**config.mk**
```make
export PLATFORM = sky130hd
export DESIGN_NAME = pipe_hazard_ctrl
export DESIGN_NICKNAME = d
export VERILOG_FILES = /design/src/rtl/rv_pipe_pkg.sv /design/src/rtl/load_use_detect.sv /design/src/rtl/pipe_hazard_ctrl.sv
export SDC_FILE = /design/constraint.sdc
export NUM_CORES = 1
export LEC_CHECK = 0
export CAP_MARGIN = 20
export CORE_ASPECT_RATIO = 1.4
export CORE_MARGIN = 10
export CORE_UTILIZATION = 51
export DETAILED_ROUTE_END_ITERATION = 6
export PLACE_DENSITY = 0.85
export SKIP_LAST_GASP = 1
export SYNTH_ARGS = -nofsm -noshare
export SYNTH_HDL_FRONTEND = slang
export SYNTH_HIERARCHICAL = 1
export SYNTH_SLANG_ARGS = --single-unit
```
**constraint.sdc**
```tcl
create_clock -name clk -period 6.3 [get_ports clk]
set_clock_uncertainty 0.1 [all_clocks]
set_input_delay 1.26 -clock clk [delete_from_list [all_inputs] [get_ports clk]]
set_output_delay 1.26 -clock clk [all_outputs]
set_load 0.05 [all_outputs]
```
**src/rtl/rv_pipe_pkg.sv**
```systemverilog
`default_nettype none
// ============================================================================
//  Package     : rv_pipe_pkg
//  Description : Shared types and constants for the RV32I pipeline control.
//  Revision    : 1.0 - initial release
// ============================================================================
package rv_pipe_pkg;

    typedef enum logic [1:0] {
        RUN   = 2'd0,
        WAIT  = 2'd1,
        FAULT = 2'd2
    } hz_state_t;

    localparam logic [4:0] REG_X0 = 5'd0;

    // Stage indices into the per-stage bubble/flush vectors
    localparam int F = 0;
    localparam int D = 1;
    localparam int E = 2;
    localparam int M = 3;
    localparam int W = 4;

    localparam int N_STAGES   = 5;
    localparam int WAIT_CNT_W = 8;

endpackage : rv_pipe_pkg
`default_nettype wire

```
**src/rtl/load_use_detect.sv**
```systemverilog
`default_nettype none
// ============================================================================
//  Module      : load_use_detect
//  Description : Compares ID source registers against the EX load destination.
//  Revision    : 1.0 - initial release
// ============================================================================
module load_use_detect
    import rv_pipe_pkg::*;
(
    input  logic [4:0] rs1_ID,
    input  logic [4:0] rs2_ID,
    input  logic       rs1_used_ID,
    input  logic       rs2_used_ID,
    input  logic [4:0] rd_EX,
    input  logic       mem_read_EX,
    output logic       load_use
);

    logic w_rd_valid;
    logic w_rs1_hit;
    logic w_rs2_hit;

    // x0 is hardwired to zero, so a load targeting it never creates a dependency
    assign w_rd_valid = (rd_EX != REG_X0);
    assign w_rs1_hit  = rs1_used_ID && (rs1_ID == rd_EX);
    assign w_rs2_hit  = rs2_used_ID && (rs2_ID == rd_EX);
    assign load_use   = mem_read_EX && w_rd_valid && (w_rs1_hit || w_rs2_hit);

endmodule : load_use_detect
`default_nettype wire

```
**src/rtl/pipe_hazard_ctrl.sv**
```systemverilog
`default_nettype none
// ============================================================================
//  Module      : pipe_hazard_ctrl
//  Description : Stall/flush sequencer with data-memory timeout guard.
//  Revision    : 1.0 - initial release
// ============================================================================
module pipe_hazard_ctrl
    import rv_pipe_pkg::*;
#(
    parameter int MEM_TIMEOUT = 16,
    parameter int CNT_W       = 32
) (
    input  logic             clk,
    input  logic             rst_n,
    input  logic [4:0]       rs1_ID,
    input  logic [4:0]       rs2_ID,
    input  logic             rs1_used_ID,
    input  logic             rs2_used_ID,
    input  logic [4:0]       rd_EX,
    input  logic             mem_read_EX,
    input  logic             br_taken_EX,
    input  logic             jal_ID,
    input  logic             dmem_req_MEM,
    input  logic             dmem_ready,
    output logic             bubbleF,
    output logic             bubbleD,
    output logic             bubbleE,
    output logic             bubbleM,
    output logic             bubbleW,
    output logic             flushF,
    output logic             flushD,
    output logic             flushE,
    output logic             flushM,
    output logic             flushW,
    output logic             mem_fault,
    output logic [CNT_W-1:0] stall_cycles
);

    localparam logic [WAIT_CNT_W-1:0] C_WAIT_LAST = WAIT_CNT_W'(MEM_TIMEOUT - 1);

    hz_state_t               r_state;
    logic [WAIT_CNT_W-1:0]   r_wait_cnt;
    logic [CNT_W-1:0]        r_stall_cnt;

    logic                    w_load_use;
    logic                    w_mem_stall;
    logic [N_STAGES-1:0]     w_bubble;
    logic [N_STAGES-1:0]     w_flush;

    load_use_detect u_load_use_detect (
        .rs1_ID      (rs1_ID),
        .rs2_ID      (rs2_ID),
        .rs1_used_ID (rs1_used_ID),
        .rs2_used_ID (rs2_used_ID),
        .rd_EX       (rd_EX),
        .mem_read_EX (mem_read_EX),
        .load_use    (w_load_use)
    );

    assign w_mem_stall = dmem_req_MEM && !dmem_ready;

    // The wait count includes the RUN cycle that first saw the unready request,
    // so the fault lands exactly MEM_TIMEOUT cycles after that cycle.
    always_ff @(posedge clk or negedge rst_n) begin
        if (!rst_n) begin
            r_state    <= RUN;
            r_wait_cnt <= '0;
        end else begin
            case (r_state)
                RUN: begin
                    if (w_mem_stall) begin
                        r_state    <= WAIT;
                        r_wait_cnt <= WAIT_CNT_W'(1);
                    end
                end
                WAIT: begin
                    if (!dmem_req_MEM || dmem_ready) begin
                        r_state <= RUN;
                    end else if (r_wait_cnt == C_WAIT_LAST) begin
                        r_state <= FAULT;
                    end else begin
                        r_wait_cnt <= r_wait_cnt + WAIT_CNT_W'(1);
                    end
                end
                FAULT: begin
                    r_state <= RUN;
                end
                default: begin
                    r_state <= RUN;
                end
            endcase
        end
    end

    always_comb begin
        w_bubble = '0;
        w_flush  = '0;
        if (r_state == FAULT) begin
            w_bubble[F] = 1'b1;
            w_flush[D]  = 1'b1;
            w_flush[E]  = 1'b1;
            w_flush[M]  = 1'b1;
            w_flush[W]  = 1'b1;
        end else if (w_mem_stall) begin
            w_bubble[F] = 1'b1;
            w_bubble[D] = 1'b1;
            w_bubble[E] = 1'b1;
            w_bubble[M] = 1'b1;
            w_flush[W]  = 1'b1;
        end else if (br_taken_EX) begin
            // Fetch keeps running so the PC picks up the redirect target
            w_flush[D] = 1'b1;
            w_flush[E] = 1'b1;
        end else if (w_load_use) begin
            w_bubble[F] = 1'b1;
            w_bubble[D] = 1'b1;
            w_flush[E]  = 1'b1;
        end else if (jal_ID) begin
            w_flush[D] = 1'b1;
        end
    end

    always_ff @(posedge clk or negedge rst_n) begin
        if (!rst_n) begin
            r_stall_cnt <= '0;
        end else if (w_bubble[F] && !(&r_stall_cnt)) begin
            r_stall_cnt <= r_stall_cnt + CNT_W'(1);
        end
    end

    assign bubbleF      = w_bubble[F];
    assign bubbleD      = w_bubble[D];
    assign bubbleE      = w_bubble[E];
    assign bubbleM      = w_bubble[M];
    assign bubbleW      = w_bubble[W];
    assign flushF       = w_flush[F];
    assign flushD       = w_flush[D];
    assign flushE       = w_flush[E];
    assign flushM       = w_flush[M];
    assign flushW       = w_flush[W];
    assign mem_fault    = (r_state == FAULT);
    assign stall_cycles = r_stall_cnt;

endmodule : pipe_hazard_ctrl
`default_nettype wire

```
Word-level counts from Yosys, hierarchy flattened
Cells that the tools add are included.
{"block": "word_totals", "reg_bits": 42, "latch_bits": 0, "ram_bits": 0, "mem_bits_ro": 0, "memories": 0}
{"block": "classes", "add_sub_neg": 2, "n_mul": 0, "div": 0, "n_lt_le_gt_ge": 0, "n_eq_ne": 9, "shift": 0, "mux": 23, "bitwise": 0, "n_reduce_logical": 17}
{"cell": "32-bit by 1-bit adder with 32-bit output (second input constant)", "n": 1}
{"cell": "32-bit AND reduction", "n": 1}
{"cell": "8-bit two-way mux", "n": 3}
{"cell": "2-bit two-way mux", "n": 10}
{"cell": "8-bit one-hot mux with 2 select lines", "n": 1}
{"cell": "5-bit == test", "n": 2}
{"cell": "8-bit by 1-bit adder with 8-bit output (second input constant)", "n": 1}
{"cell": "8-bit by 4-bit == test with 1-bit output (second input constant)", "n": 1}
{"cell": "1-bit two-way mux", "n": 7}
{"cell": "1-bit logical AND", "n": 6}
{"cell": "2-bit != test (second input constant)", "n": 3}
{"cell": "5-bit nonzero test", "n": 1}
{"cell": "2-bit one-hot mux with 2 select lines", "n": 1}
{"cell": "4-bit AND reduction", "n": 1}
{"cell": "1-bit zero test", "n": 3}
{"cell": "3-bit two-way mux", "n": 1}
{"cell": "3-bit != test (second input constant)", "n": 1}
{"cell": "2-bit by 1-bit == test with 1-bit output (second input constant)", "n": 1}
{"cell": "2-bit == test (second input constant)", "n": 1}
{"cell": "2-bit zero test", "n": 1}
{"cell": "1-bit logical OR", "n": 2}
{"cell": "2-bit AND reduction", "n": 1}
{"cell": "2-bit nonzero test", "n": 1}

Logic depth before layout (Yosys ltp)
{"block": "depth", "depth_word": 9, "ltp_mapped": 10}

By module
Netlist, hierarchy kept.
{"mod": "pipe_hazard_ctrl", "n_inst": 1, "cells_each": 211, "area_per_inst_um2": 2142.1}
{"mod": "load_use_detect", "n_inst": 1, "cells_each": 17, "area_per_inst_um2": 133.9}

Worst setup path before layout
OpenSTA, ideal clock, no wires.
{"block": "synth_path", "kind": "input-to-output", "startpoint": "in rd_EX[0]", "endpoint": "out bubbleD", "arrival_time_ps": 2887, "required_time_ps": 4940, "setup_slack_ps": 2053, "cell_stages": 6, "n_path_buf": 0, "path_cell_list": "xor2_1 > nor4_2 > nand3_1 > a21oi_1 > nand2b_1 > a21oi_1"}
{"block": "synth_between", "elab_chain_cells": 8, "elab_cells_between_ends": 12, "classes_between": "2 x eq/ne; 4 x mux; 6 x reduce/logical"}
{"element": "start, declared", "line": "pipe_hazard_ctrl.sv:19", "source": "input logic [4:0] rd_EX,"}
{"element": "5-bit == test (on tied branches)", "line": "load_use_detect.sv:25, load_use_detect.sv:26"}
{"element": "1-bit logical AND (on tied branches)", "line": "load_use_detect.sv:25, load_use_detect.sv:26"}
{"element": "1-bit logical OR", "line": "load_use_detect.sv:27", "source": "assign load_use = mem_read_EX && w_rd_valid && (w_rs1_hit || w_rs2_hit);"}
{"element": "1-bit logical AND *", "line": "load_use_detect.sv:27"}
{"element": "net w_load_use", "line": "pipe_hazard_ctrl.sv:45", "source": "logic w_load_use;"}
{"element": "2-bit two-way mux *", "line": "pipe_hazard_ctrl.sv:114", "source": "end else if (w_load_use) begin"}
{"element": "2-bit two-way mux *", "line": "pipe_hazard_ctrl.sv:110", "source": "end else if (br_taken_EX) begin"}
{"element": "2-bit two-way mux *", "line": "pipe_hazard_ctrl.sv:104", "source": "end else if (w_mem_stall) begin"}
{"element": "3-bit two-way mux *", "line": "pipe_hazard_ctrl.sv:98", "source": "if (r_state == FAULT) begin"}
{"element": "end, declared", "line": "pipe_hazard_ctrl.sv:26", "source": "output logic bubbleD,"}
The timed path passes the listed nets; every way through them passes the cells marked *.

Final worst setup path
{"block": "layout_path", "startpoint": "in rd_EX[1]", "endpoint": "out bubbleF"}
{"block": "layout_between", "elab_chain_cells": 8, "elab_cells_between_ends": 12, "classes_between": "2 x eq/ne; 4 x mux; 6 x reduce/logical"}
{"element": "5-bit == test (on tied branches)", "line": "load_use_detect.sv:25, load_use_detect.sv:26"}
{"element": "1-bit logical AND (on tied branches)", "line": "load_use_detect.sv:25, load_use_detect.sv:26"}
{"element": "1-bit logical OR", "line": "load_use_detect.sv:27"}
{"element": "1-bit logical AND *", "line": "load_use_detect.sv:27"}
{"element": "net w_load_use", "line": "pipe_hazard_ctrl.sv:45"}
{"element": "2-bit two-way mux *", "line": "pipe_hazard_ctrl.sv:114"}
{"element": "2-bit two-way mux *", "line": "pipe_hazard_ctrl.sv:110"}
{"element": "2-bit two-way mux *", "line": "pipe_hazard_ctrl.sv:104"}
{"element": "1-bit two-way mux *", "line": "pipe_hazard_ctrl.sv:98"}
{"element": "end, declared", "line": "pipe_hazard_ctrl.sv:25", "source": "output logic bubbleF,"}
Marked as above.

==> reports/results.ini <==
[global_route]
antenna_found_initial=0
grt_pass1_vias=2035
grt_max_degree=43
gr-total-overflow=0
grt_pass1_wl_um=9259
grt_usage_pct=14.43

[timing]
post-route-min-period_ps=5205
slew-limit-headroom_pct=38.61
clock.fmax_mhz=192.1
setup_tns_ps=0
report.final.setup_viol=0
finalCritPeriodShare_pct=82.62
finalHoldViolCount=0
finalMaxSlewViolations=0
fin_ws_ps=1095
rsz0062_at_grt=no
tightestPinTransition_ps=920.9

[clock_network]
cts_buffer_depth=2
cts_buffers=5
clk-insertion-delay-late_ps=300
cts_max_level=2
clkTransAtPathRegs_ps=90
cts_hold_buf=0
cts_tree=yes
cts_resized=0
root_buffer=clkbuf_8
clock-sinks=42
post_cts_buffers=0

[logic_synthesis]
ys_types=40
synthesis.area_um2=2276
netlist_instances=228
yosysWarnings=6
yosysSeqAreaShare_pct=46.18
avgSynthCellArea_um2=9.982
ys_ff_latch=42

[die]
start_util_pct=53.25
coreArea_um2=4274
num_rows=28
dieWidth_um=76.46
io_pins=67
dieArea_um2=7573
die_h_um=99.04

[detailed_routing]
highest_layer=met4
routed_wl_um=5401
final_antenna_net_count=0
drt_iter0_drc=127
met3_length_um=465
firstDrtPassIters=4
drc_errors=0
met2WireLength_um=2794
viasPerCell=5.332
wl_met1_um=2117
routedWlPerCell_um=15.34
route.vias.total=1877

[final_layout]
multi_input_area_um2=1157
drive_above_1_share_pct=5.822
nets=317
syn2layout_area_growth_pct=32.99
num-fill-cells=359
fin_area_um2=3027
final_util_pct=70.81
regArea_um2=1051
diodes=0

[worst_setup_path]
crit_top_cell=clkdlybuf4s50_1
end_kind=primary output
crit_path_start_kind=input pin
crit_slowest_cell=clkdlybuf4s50_1
crit_chain=clkdlybuf4s50_1 > xor2_1 > nor4_1 > nand3_1 > a21oi_1 > nand2b_1 > and3_1 > inv_1 > clkdlybuf4s50_1
critPathArrivalTime_ps=3850
slowest_delay_ps=810
path_max_fanout=4
path_class=input pin to primary output
cp.required_ps=4940

[place]
routabilityCongestion=0.8500
dp_hpwl_um=4225
dpl-instance-area_um2=2934
post-place-ws_ps=1098
port_buffers=64

[power]
p_per_area_nw_per_um2=235.5
p_seq_share_pct=45.5
switching_share_pct=37.04
peakVddDrop_mv=0.1729
p_sw_uw=264.0
p_clk_share_pct=25.4
power_leakage_nw=1.364
p_total_uw=712.7
pwr-share-comb_pct=29.1
internal-power_uw=448.7

[hold_path]
hold_class=flop to flop

[status]
status=complete, no violations

[flow_run]
cap_violations=0

[worst max-delay path: cells and delay by family]
kind | cells | cell delay [ps]
buf+inv | 3 | 1370
compound gates | 1 | 210
xor+xnor | 1 | 180
simple gates | 4 | 820
[logic make-up after synthesis]
| logic type | Yosys count | synth area share (%) |
|---|---|---|
| other | 1 | 0.1648 |
| xor gates and xnor gates | 44 | 16.93 |
| DFF | 42 | 46.18 |
| and+or+nand+nor | 108 | 26.88 |
| AOI/OAI and AO/OA | 17 | 5.112 |
| muxes | 1 | 0.4947 |
| buffers and inverters | 13 | 3.133 |
| adders and majority gates | 2 | 1.099 |
[placed cells by master, fill, tap and decap left out, types with 2 or more instances in the layout]
master	netlist	final
dfrtp_1	42	42
nand3_1	14	14
nor3_1	8	8
conb_1	1	2
o21ai_0	3	3
nand4_1	11	11
inv_1	4	4
xnor2_1	11	11
clkbuf_8	0	5
nor2_1	18	18
nor4_1	4	4
clkinvlp_4	0	2
nand2b_1	4	4
nor4_2	2	2
clkdlybuf4s50_1	0	63
ha_1	2	2
a31oi_1	2	2
nand2_1	19	19
and3_1	13	13
xor2_1	33	33
and4_1	3	3
a21oi_1	5	5
nor3b_1	3	3
[cell usage after synthesis]
master,number,area (µm²)
dfrtp_1,42,1051
xor2_1,33,289.0
nand2_1,19,71.32
nor2_1,18,67.56
nand3_1,14,70.07
and3_1,13,81.33
nand4_1,11,68.82
xnor2_1,11,96.34
nor3_1,8,40.04
a21oi_1,5,25.02
buf_4,4,30.03
clkbuf_1,4,15.01
inv_1,4,15.01
nand2b_1,4,25.02
nor4_1,4,25.02
and4_1,3,26.28
nor3b_1,3,22.52
o21ai_0,3,15.01
a31oi_1,2,12.51
ha_1,2,25.02
nor4_2,2,25.02
a311oi_1,1,8.760
a311oi_2,1,15.01
a41oi_1,1,8.760
buf_6,1,11.26
conb_1,1,3.750
mux2_2,1,11.26
nand3_2,1,10.01
nor2b_1,1,6.260
nor4_4,1,21.27
nor4b_1,1,8.760
o211a_1,1,10.01
o21a_1,1,7.510
o21ai_1,1,5.000
o31a_1,1,8.760
or3_1,1,6.260
or3b_1,1,8.760
or3b_2,1,8.760
or4_1,1,7.510
or4_4,1,11.26
[layout make-up]
class                           count  share of cell area, %
Multi-Input combinational cell    174                  38.24
Sequential cell                    42                  34.73
Timing Repair Buffer               64                  21.00
Tap cell                           60                  2.480
Clock buffer                        5                  2.274
Clock inverter                      3                 0.7854
Inverter                            4                 0.4961
[stage by stage]
stage,hold slack [ps],std cells
floorplan,405.9,229
global placement,369.0,344
detailed placement,378.5,344
CTS,394.1,352
global route,413.4,352
finish,389.4,352
[registers in the layout (all words and copies together) (netlist names)]
register      flops
stall_cycles     32
r_wait_cnt        8
r_state           2
[power groups by stage]
stage	combinational, mW	clock, mW	sequential (mW)
floorplan	0.0613	0	0.394
global placement	0.207	0	0.330
detailed placement	0.210	0	0.330
CTS	0.211	0.184	0.325
global route	0.223	0.195	0.330
finish	0.207	0.181	0.325
[layer usage]
metal	vias to the layer above	GRT usage, %
li1	924	-
met1	900	14.81
met2	51	25.85
met3	2	6.636
met4	0	3.874
met5	-	0
[final timing paths]
path                                   from          endpoint  slack [ps]  cells past startpoint
max                                rd_EX[1]           bubbleF        1090                      9
min                        stall_cycles[17]  stall_cycles[17]         390                      1
max reg2reg                 stall_cycles[0]  stall_cycles[10]        3810                      6
min reg2reg                stall_cycles[17]  stall_cycles[17]         390                      1
max in group asynchronous             rst_n   stall_cycles[6]        4540                      1
min in group asynchronous             rst_n  stall_cycles[31]         990                      1
Power figures use the tool's default switching activity.
